--- config.mk ---
export PLATFORM = sky130hd
export DESIGN_NAME = gene_evolve_ctrl
export DESIGN_NICKNAME = d
export VERILOG_FILES = /design/src/rtl/evolve_pkg.sv /design/src/rtl/gene_attr_mutator.sv /design/src/rtl/gene_evolve_ctrl.sv
export SDC_FILE = /design/constraint.sdc
export NUM_CORES = 1
export LEC_CHECK = 0
export BUFFER_PORTS_ARGS = -buffer_cell sky130_fd_sc_hd__buf_2
export CORE_ASPECT_RATIO = 0.5
export CORE_UTILIZATION = 25
export CTS_CLUSTER_DIAMETER = 50
export DETAILED_ROUTE_END_ITERATION = 8
export GPL_ROUTABILITY_DRIVEN = 1
export GPL_TIMING_DRIVEN = 0
export HOLD_SLACK_MARGIN = 0.12
export PLACE_DENSITY = 0.5
export SYNTH_ARGS = -nofsm -noshare
export SYNTH_HDL_FRONTEND = slang
export SYNTH_SLANG_ARGS = --single-unit
export TNS_END_PERCENT = 30
--- constraint.sdc ---
create_clock -name clk -period 5.9 [get_ports clk]
set_input_delay 0.295 -clock clk [delete_from_list [all_inputs] [get_ports clk]]
set_output_delay 0.295 -clock clk [all_outputs]
set_load 0.03 [all_outputs]
--- src/rtl/evolve_pkg.sv ---
// Shared gene field layout, FSM state encoding and type constants for the gene evolution controller.
// The MUT states exist only when GENE_EVOLVE_MUTATION_EN is defined.
package evolve_pkg;

  localparam int unsigned KEY_LSB   = 48;
  localparam int unsigned KEY_W     = 16;
  localparam int unsigned TYPE_BIT  = 47;
  localparam int unsigned ATTR_W    = 8;
  localparam int unsigned ATTR1_LSB = 16;
  localparam int unsigned ATTR2_LSB = 8;
  localparam int unsigned ATTR3_LSB = 0;

  localparam logic [7:0] HALF      = 8'h40;
  localparam logic       TYPE_NODE = 1'b0;
  localparam logic       TYPE_CONN = 1'b1;

  typedef enum logic [2:0] {
    StIdle,
    StFetch,
    StXover,
    StOut
`ifdef GENE_EVOLVE_MUTATION_EN
    , StMut1,
    StMut2,
    StMut3
`endif
  } state_e;

  // Bit offset of attribute 1..3 inside a gene word.
  function automatic int unsigned attr_lsb(logic [1:0] idx);
    unique case (idx)
      2'd1:    return ATTR1_LSB;
      2'd2:    return ATTR2_LSB;
      default: return ATTR3_LSB;
    endcase
  endfunction

endpackage

--- src/rtl/gene_attr_mutator.sv ---
// Combinational replacement value for one gene attribute, chosen by gene type and attribute index.
module gene_attr_mutator
  import evolve_pkg::*;
(
  input  logic [7:0] rand_val,
  input  logic       gene_type,
  input  logic [1:0] attr_idx,
  output logic [7:0] attr_val
);

  always_comb begin
    attr_val = 8'h00;
    if (gene_type == TYPE_NODE) begin
      unique case (attr_idx)
        2'd1:    attr_val = rand_val;
        2'd2:    attr_val = {4'b0, rand_val[3:0]};
        2'd3:    attr_val = {5'b0, rand_val[2:0]};
        default: attr_val = 8'h00;
      endcase
    end else if (attr_idx == 2'd1) begin
      // Connection genes only carry an enable flag in attr1.
      attr_val = {7'b0, rand_val[0]};
    end
  end

endmodule

--- src/rtl/gene_evolve_ctrl.sv ---
// Crossover/mutation controller producing one child genome from two parent gene streams.
// Define GENE_EVOLVE_MUTATION_EN to build the three per-attribute mutation stages.
module gene_evolve_ctrl
  import evolve_pkg::*;
#(
  parameter int unsigned GENE_W = 64,
  parameter int unsigned CNT_W  = 8
) (
  input  logic              clk,
  input  logic              rst_n,
  input  logic              start,
  input  logic [CNT_W-1:0]  num_genes,
  input  logic              bias,
  input  logic [7:0]        mutation_prob,
  input  logic [7:0]        rand_val,
  output logic              rand_next,
  input  logic [GENE_W-1:0] p1_gene,
  input  logic              p1_valid,
  output logic              p1_ready,
  input  logic [GENE_W-1:0] p2_gene,
  input  logic              p2_valid,
  output logic              p2_ready,
  output logic [GENE_W-1:0] child_gene,
  output logic              child_valid,
  input  logic              child_ready,
  output logic              busy,
  output logic              done
);

  state_e state_q, state_d;

  logic [CNT_W-1:0]  num_genes_q, idx_q, idx_inc;
  logic              bias_q, done_q;
  logic              pair_acc, out_acc, last_gene, take_p2;
  logic [GENE_W-1:0] p1_q, p2_q, gene_q;

  assign idx_inc   = idx_q + {{(CNT_W-1){1'b0}}, 1'b1};
  assign last_gene = (idx_inc == num_genes_q);
  assign pair_acc  = (state_q == StFetch) && p1_valid && p2_valid;
  assign out_acc   = (state_q == StOut) && child_ready;
  assign take_p2   = !bias_q && (rand_val > HALF);

`ifdef GENE_EVOLVE_MUTATION_EN
  logic [7:0] mprob_q, mut_val;
  logic [1:0] attr_idx;
  logic       mut_hit;

  // attr_idx == 0 means no mutation stage is active.
  always_comb begin
    attr_idx = 2'd0;
    unique case (state_q)
      StMut1:  attr_idx = 2'd1;
      StMut2:  attr_idx = 2'd2;
      StMut3:  attr_idx = 2'd3;
      default: attr_idx = 2'd0;
    endcase
  end

  assign mut_hit = (attr_idx != 2'd0) && (rand_val <= mprob_q);

  gene_attr_mutator u_mutator (
    .rand_val  (rand_val),
    .gene_type (gene_q[TYPE_BIT]),
    .attr_idx  (attr_idx),
    .attr_val  (mut_val)
  );
`else
  logic unused_mprob;
  assign unused_mprob = ^mutation_prob;
`endif

  always_comb begin
    state_d = state_q;
    unique case (state_q)
      StIdle:  if (start && (num_genes != '0)) state_d = StFetch;
      StFetch: if (pair_acc) state_d = StXover;
`ifdef GENE_EVOLVE_MUTATION_EN
      StXover: state_d = StMut1;
      StMut1:  state_d = StMut2;
      StMut2:  state_d = StMut3;
      StMut3:  state_d = StOut;
`else
      StXover: state_d = StOut;
`endif
      StOut:   if (child_ready) state_d = last_gene ? StIdle : StFetch;
      default: state_d = StIdle;
    endcase
  end

  always_ff @(posedge clk or negedge rst_n) begin
    if (!rst_n) begin
      state_q <= StIdle;
    end else begin
      state_q <= state_d;
    end
  end

  always_ff @(posedge clk or negedge rst_n) begin
    if (!rst_n) begin
      num_genes_q <= '0;
      bias_q      <= 1'b0;
      idx_q       <= '0;
      done_q      <= 1'b0;
      p1_q        <= '0;
      p2_q        <= '0;
      gene_q      <= '0;
`ifdef GENE_EVOLVE_MUTATION_EN
      mprob_q     <= 8'h00;
`endif
    end else begin
      done_q <= 1'b0;
      if ((state_q == StIdle) && start) begin
        num_genes_q <= num_genes;
        bias_q      <= bias;
        idx_q       <= '0;
        done_q      <= (num_genes == '0);
`ifdef GENE_EVOLVE_MUTATION_EN
        mprob_q     <= mutation_prob;
`endif
      end
      if (pair_acc) begin
        p1_q <= p1_gene;
        p2_q <= p2_gene;
      end
      if (state_q == StXover) begin
        gene_q <= take_p2 ? p2_q : p1_q;
      end
`ifdef GENE_EVOLVE_MUTATION_EN
      if (mut_hit) begin
        gene_q[attr_lsb(attr_idx) +: ATTR_W] <= mut_val;
      end
`endif
      if (out_acc) begin
        idx_q  <= idx_inc;
        done_q <= last_gene;
      end
    end
  end

  always_comb begin
    busy        = (state_q != StIdle);
    p1_ready    = (state_q == StFetch);
    p2_ready    = (state_q == StFetch);
    child_valid = (state_q == StOut);
    child_gene  = gene_q;
    done        = done_q;
`ifdef GENE_EVOLVE_MUTATION_EN
    rand_next   = (state_q == StXover) || (attr_idx != 2'd0);
`else
    rand_next   = (state_q == StXover);
`endif
  end

endmodule

==> metrics.txt, run 1 <==
via count=6,614; initial antenna violation count=0; Core Util, Final=0.371; Port Buffers=220; Initial Util=0.255; H-tree levels=1; cell area after layout=0.0128 mm^2; top post-synthesis cells by area=dfrtp_1 (60%), mux2_2 (17%), mux2i_1 (7.2%); CP arrival=2.91 ns; largest family of logic cells by synthesized area=multiplexers; Rows=48; antenna viol nets, final=0; first-pass GRT wire length=40.0 mm; status=finished clean; mux contribution to synthesized area=0.247; sequential element share of the synthesized area=0.599; fill count=3,433; Worst Hold Class=input pin to flip-flop; P&R area growth vs syn=45.1%; initial detailed-routing violation count=237; RSZ-0062 raised after global routing=false; DRC violations left=0; First-pass DRT Iterations=4; cell count after synthesis=670; Max Clk Rate=0.402 GHz; clock-pin slew on the worst setup and hold paths=0.06 ns; Sum Neg Setup Slack=0 ns; Critical R2R Capture=p2_q[0]; Seq cells post-synth=212; worst slew pin tran=0.738 ns; worst-path fanout max=10; pwr dens=527 mW/mm^2; R2R setup slack=3.41 ns; Unique masters post-synth=40; Vias/cell=4.27; LEAKAGE=5.88 nW; Warnings, synthesis=0; max_cap viols=0; CTS Buffer Depth=3; DR WL/cell=16.4 um; Reg2Reg Depth=5; WHS Path Cells=3; Crit path required time=6.32 ns; Top Ports=229; count leader, synth=dfrtp_1; Synth top cells by count=dfrtp_1 (212), mux2_2 (137), a21oi_1 (69); Worst Slack Setup Final=3.41 ns; Root Buffer=clkbuf_16; final worst path period share=0.422; Final Setup Violations=0; drt total wl=25.4 mm; DIE AREA=0.0362 mm^2; GP Congestion=0.780; Layout Nets=1,222; crit path time final=2.49 ns; top-area cell type share of the netlist area=0.599; Inserted Clock Buffers=26; Yosys top cell by area=dfrtp_1; TritonCTS clock tree=built; Final Max Slew Viols=0; VDD IR-drop max=0.190 mV; area occupied by multi-input gates=0.00330 mm^2; Die Y=135 um; Placed Instance Area=0.0106 mm^2; Slew HR=0.508; vias in the first global route=7,299; prevailing post-synth register cell=dfrtp_1; GRT overflow=0; Post-Synth Adder-Cell Area=0.00707; Sink Count=212; Fin. Hold Viols=0; Core Area=0.0347 mm^2; number of setup buffers added after CTS=0; Post-synth EDFFs=0; Avg Cell Area, Syn=13.2 um^2; xor and xnor area share after synthesis=0.00791; ratio of cells with drive above 1 in the final layout=0.379; total global routing track utilization=0.141; diode count=0; post-synth design cell area=0.00885 mm^2; register area=0.00531 mm^2; complex-gate fraction of the synthesized area=0.0618; clock latency on the worst-skew pair=0.54 ns; post-synthesis async set-or-reset flop share=1.00; hold-critical path endpoint=bias_q; die width=268 um; worst setup skew after layout=0.0226 ns; Hold Crit Start=start; Setup CP Type=flip-flop to flip-flop; Startpoint Class=flip-flop; DP Worst Slack=3.38 ns; placed wire-length estimate=17.8 mm; minimum hold slack=0.232 ns; reg-to-reg startpoint=state_q[0]; Worst Setup End Kind=flip-flop; largest net degree at the start of global routing=84; Synth Area in Simple Gates=0.0495; syn nets=834
==> layer usage <==
layer	track usage	wire length, um	vias to the layer above
li1	-	-	3126
met1	0.166	10300	3346
met2	0.263	13800	100
met3	0.0252	719	42
met4	0.0381	602	0
met5	0	0	-
==> layout make-up <==
type / instances / area share
Inverter: 5 / 0.00146
Buffer: 40 / 0.0178
Sequential cell: 212 / 0.413
Clock inverter: 8 / 0.00877
Multi-Input combinational cell: 413 / 0.257
Tap cell: 475 / 0.0463
Timing Repair Buffer: 360 / 0.198
Clock buffer: 35 / 0.0572
==> cells by family (layout without fill, tap and decap cells) <==
logic type      Yosys count  after routing
compound gates           97             97
xor+xnor                  8              8
fa+ha+maj                 5              5
buf+inv                  45            448
flops                   212            212
mux                     201            201
simple gates            102            102
==> power by group <==
group	switching (mW)	internal, mW	total (mW)
Combinational	1.51	1.14	2.64
Clock	0.641	0.925	1.57
Sequential	0.376	2.18	2.56
Total	2.52	4.24	6.77
==> worst max path at each step <==
stage | start | end | depth (start not counted)
floorplan | state_q[0] | p1_q[11] | 5
global placement | rst_n | p1_q[62] | 1
detailed placement | state_q[1] | p1_q[9] | 6
CTS | state_q[0] | p2_q[17] | 5
global route | state_q[0] | p1_q[59] | 5
finish | state_q[0] | p2_q[0] | 5
==> sequential cells by signal, summed over array words and instances, names as in the netlist <==
signal,cells
done,1
child_gene,64
p2_q,64
p1_q,64
idx_q,8
state_q,2
num_genes_q,8
bias_q,1
==> per-stage QoR <==
stage / power [mW] / instances
floorplan: 4.35 / 670
global placement: 5.08 / 1365
detailed placement: 5.18 / 1367
CTS: 6.87 / 1548
global route: 7.21 / 1548
finish: 6.77 / 1548
==> what timing repair did <==
item	CTS	global route
hold buffers	138	0
endpoints found under the hold margin	191	0
gates resized for setup	0	0
==> worst max-delay path: stages (launching register included) <==
cell	delay (ns)
dfrtp_1	0.41
ha_1	0.31
nand3_1	0.12
clkbuf_1	0.49
clkbuf_1	0.63
mux2_2	0.41
==> cell usage in the layout (no fill, tap or decap), drive strengths merged, types with 8 or more instances in the layout <==
cell,synthesis,layout
mux2i,64,64
clkbuf,31,66
o21ai,9,9
nor2,67,67
mux2,137,137
buf,9,231
dfrtp,212,212
inv,5,8
a21oi,69,69
dlygate4sd3,0,138
nand2,12,12
No activity file was read; power rests on OpenSTA's default activity.
==> run 2, diff against run 1 <==
--- a/config.mk
+++ b/config.mk
@@ -5,6 +5,7 @@
 export SDC_FILE = /design/constraint.sdc
 export NUM_CORES = 1
 export LEC_CHECK = 0
+export ABC_AREA = 1
 export BUFFER_PORTS_ARGS = -buffer_cell sky130_fd_sc_hd__buf_2
 export CORE_ASPECT_RATIO = 0.5
 export CORE_UTILIZATION = 25
==> constraint.sdc (replaced) <==
create_clock -name clk -period 2.44 [get_ports clk]
set_input_delay 0.122 -clock clk [delete_from_list [all_inputs] [get_ports clk]]
set_output_delay 0.122 -clock clk [all_outputs]
set_load 0.03 [all_outputs]
==> run 2 against run 1 <==
Compared with the run above:
- critical path depth increased by 2
- register-to-register slack got worse by 3.2 ns
- routed wire length increased by 17%
- die area increased by 2.5%
- critical path type unchanged
- largest cell class unchanged
- highest routed layer unchanged
==> metrics.txt, run 2 <==
status=finished clean; Yosys top cell by area=dfrtp_1; Placed Instance Area=0.0108 mm^2; cell count after synthesis=1,100; Vias/cell=4.21; first-pass GRT wire length=45.8 mm; worst slew pin tran=0.734 ns; DRC violations left=0; combinational share of power=0.379; syn nets=1,264; GRT overflow=0; Inserted Clock Buffers=24; Post-synth EDFFs=0; CP arrival=2.61 ns; clock-pin slew on the worst setup and hold paths=0.06 ns; Worst Hold Class=input pin to flip-flop; Max Clk Rate=0.445 GHz; Startpoint Class=flip-flop; number of setup buffers added after CTS=0; Critical Path Source=state_q[1]; P&R area growth vs syn=44.2%; vias in the first global route=8,461; final worst path period share=0.920; Worst Path Buf+Inv=4; internal power=9.42 mW; prevailing post-synth register cell=dfrtp_1; DIE AREA=0.0371 mm^2; Warnings, synthesis=0; Psw=6.18 mW; cell mode on critical path=clkbuf_1; Final Setup Violations=0; Non-Filler Instances=1,983; Sink Count=212; Power Total=15.6 mW; TritonCTS clock tree=built; most common cell after layout, fill and taps aside=nand2_1; Die Y=137 um; drt total wl=29.7 mm; Avg Cell Area, Syn=8.25 um^2; Top Ports=229; clock latency on the worst-skew pair=0.52 ns; CP top delay family=buffers and inverters; Layout Nets=1,654; count leader, synth=nand2_1; VDD IR-drop max=0.409 mV; CP cell instances=inv_1, ha_1, and3_1, clkbuf_1, buf_2, clkbuf_1, o21ai_0; fill count=3,708; Synth top cells by count=nand2_1 (508), dfrtp_1 (212), o21ai_0 (127); Root Buffer=clkbuf_16; M1 WL=13.0 mm; Hold Crit Start=rand_val[3]; Initial Util=0.258; cts repair resizes=0; Setup CP Type=flip-flop to flip-flop; ratio of cells with drive above 1 in the final layout=0.198; crit path time final=2.25 ns; die width=271 um; antenna viol nets, final=0; switch share=0.396; DP Worst Slack=0.181 ns; DR WL/cell=15.0 um; Seq cells post-synth=212; met3 wire len=870 um; CP max stage delay=0.44 ns; H-tree levels=1; top post-synthesis cells by area=dfrtp_1 (58%), nand2_1 (21%), o21ai_0 (7.0%); met2 WL=14.7 mm; CTS Buffer Depth=3; Clock Power Share=0.243; pwr dens=1190 mW/mm^2; reg-to-reg startpoint=state_q[1]; Core Area=0.0351 mm^2; cell area after layout=0.0131 mm^2; LEAKAGE=6.82 nW; Worst Slack Setup Final=0.194 ns; Unique masters post-synth=29; total global routing track utilization=0.157; worst-path fanout max=10; top-area cell type share of the netlist area=0.584; placed wire-length estimate=20.2 mm; Rows=48; post-synthesis async set-or-reset flop share=1.00; Final Max Slew Viols=0; largest net degree at the start of global routing=92; Crit path required time=2.81 ns; commonest cells after routing, fill and taps aside=nand2_1 (508), buf_2 (240), dfrtp_1 (212); sequential element share of the synthesized area=0.584; post-synth design cell area=0.00908 mm^2; GP Congestion=0.812; First-pass DRT Iterations=5; minimum hold slack=0.327 ns; Port Buffers=220; initial antenna violation count=1; Placed Cells=1,797; Max Used Layer=met4; Slew HR=0.511; Worst Setup End Kind=flip-flop; initial detailed-routing violation count=480; via count=8,341; Fin. Hold Viols=0; Seq pwr share=0.378; worst-path cell with the longest stage delay=clkbuf_1; RSZ-0062 raised after global routing=false; max_cap viols=0; worst setup skew after layout=0.0143 ns
-- run 2: cell types whose count changed in the layout (fill, tap and decap cells not counted), sizes merged, moves of 53 or more --
| cell | change |
|---|---|
| inv | +88 |
| mux2 | -137 |
| mux2i | -64 |
| nand2 | +496 |
| nor2 | -53 |
| o21ai | +133 |
-- run 2: logic make-up after synthesis --
group / count (synthesis) / synth area share
adders and majority gates: 5 / 0.00689
AOI/OAI and AO/OA: 175 / 0.0973
and+or+nand+nor: 552 / 0.237
DFF: 212 / 0.584
buffers and inverters: 154 / 0.0728
xor gates and xnor gates: 2 / 0.00193
-- run 2: layout make-up --
cell class              instances  area, um^2  share of cell area
flip-flops and latches        212        5310               0.405
clock inverters                 4        73.8             0.00564
well taps                     475         594              0.0454
multi-input cells             734        3110               0.238
inverters                      95         357              0.0272
clock buffers                  39         758              0.0579
diodes                          1        2.50            0.000191
plain buffers                  59         304              0.0232
repair buffers                364        2590               0.198
-- run 2: worst paths after layout --
path / depth (start not counted) / slack, ns / end
setup / recovery: 7 / 0.19 / p2_q[38]
min in group asynchronous: 3 / 0.65 / p1_q[10]
setup reg to reg: 7 / 0.19 / p2_q[38]
hold reg to reg: 2 / 0.46 / p2_q[7]
max in group asynchronous: 4 / 0.62 / p1_q[12]
hold / removal: 9 / 0.33 / child_gene[28]
-- run 2: repair_timing --
action / in CTS / in global routing
hold buffers: 142 / 0
hold endpoints to repair: 264 / 0
endpoints found under the setup margin: 0 / 0
-- run 2: metrics by stage --
| step | utilization | setup TNS (ns) |
|---|---|---|
| after global routing | 0.373 | 0 |
| after floorplan | - | 0 |
| final | 0.373 | 0 |
| after detailed placement | 0.308 | 0 |
| after CTS | 0.373 | 0 |
| after global placement | 0.307 | -562.97 |
-- run 2: metal layers --
metal | global-route usage | up-vias
met1 | 0.195 | 3943
li1 | - | 4192
met2 | 0.277 | 145
met3 | 0.0223 | 61
met4 | 0.0627 | 0
met5 | 0 | -
-- run 2: power groups by stage --
stage          clock [mW]  combinational (mW)  sequential [mW]
2_1_floorplan           0                3.07             6.70
3_3_place_gp            0                5.73             5.92
3_5_place_dp            0                5.78             5.95
4_1_cts              3.88                5.99             5.90
5_1_grt              4.04                6.66             6.09
6_report             3.80                5.91             5.90
-- run 2: tightest hold or removal path, cell delays in order --
cell and delay (ns):
buf_2 0.07, nor4_1 0.03, nand2_1 0.07, nand3_2 0.08, buf_4 0.20, nand2_1 0.06
o21ai_0 0.07, nand2_1 0.06, nand2_1 0.04
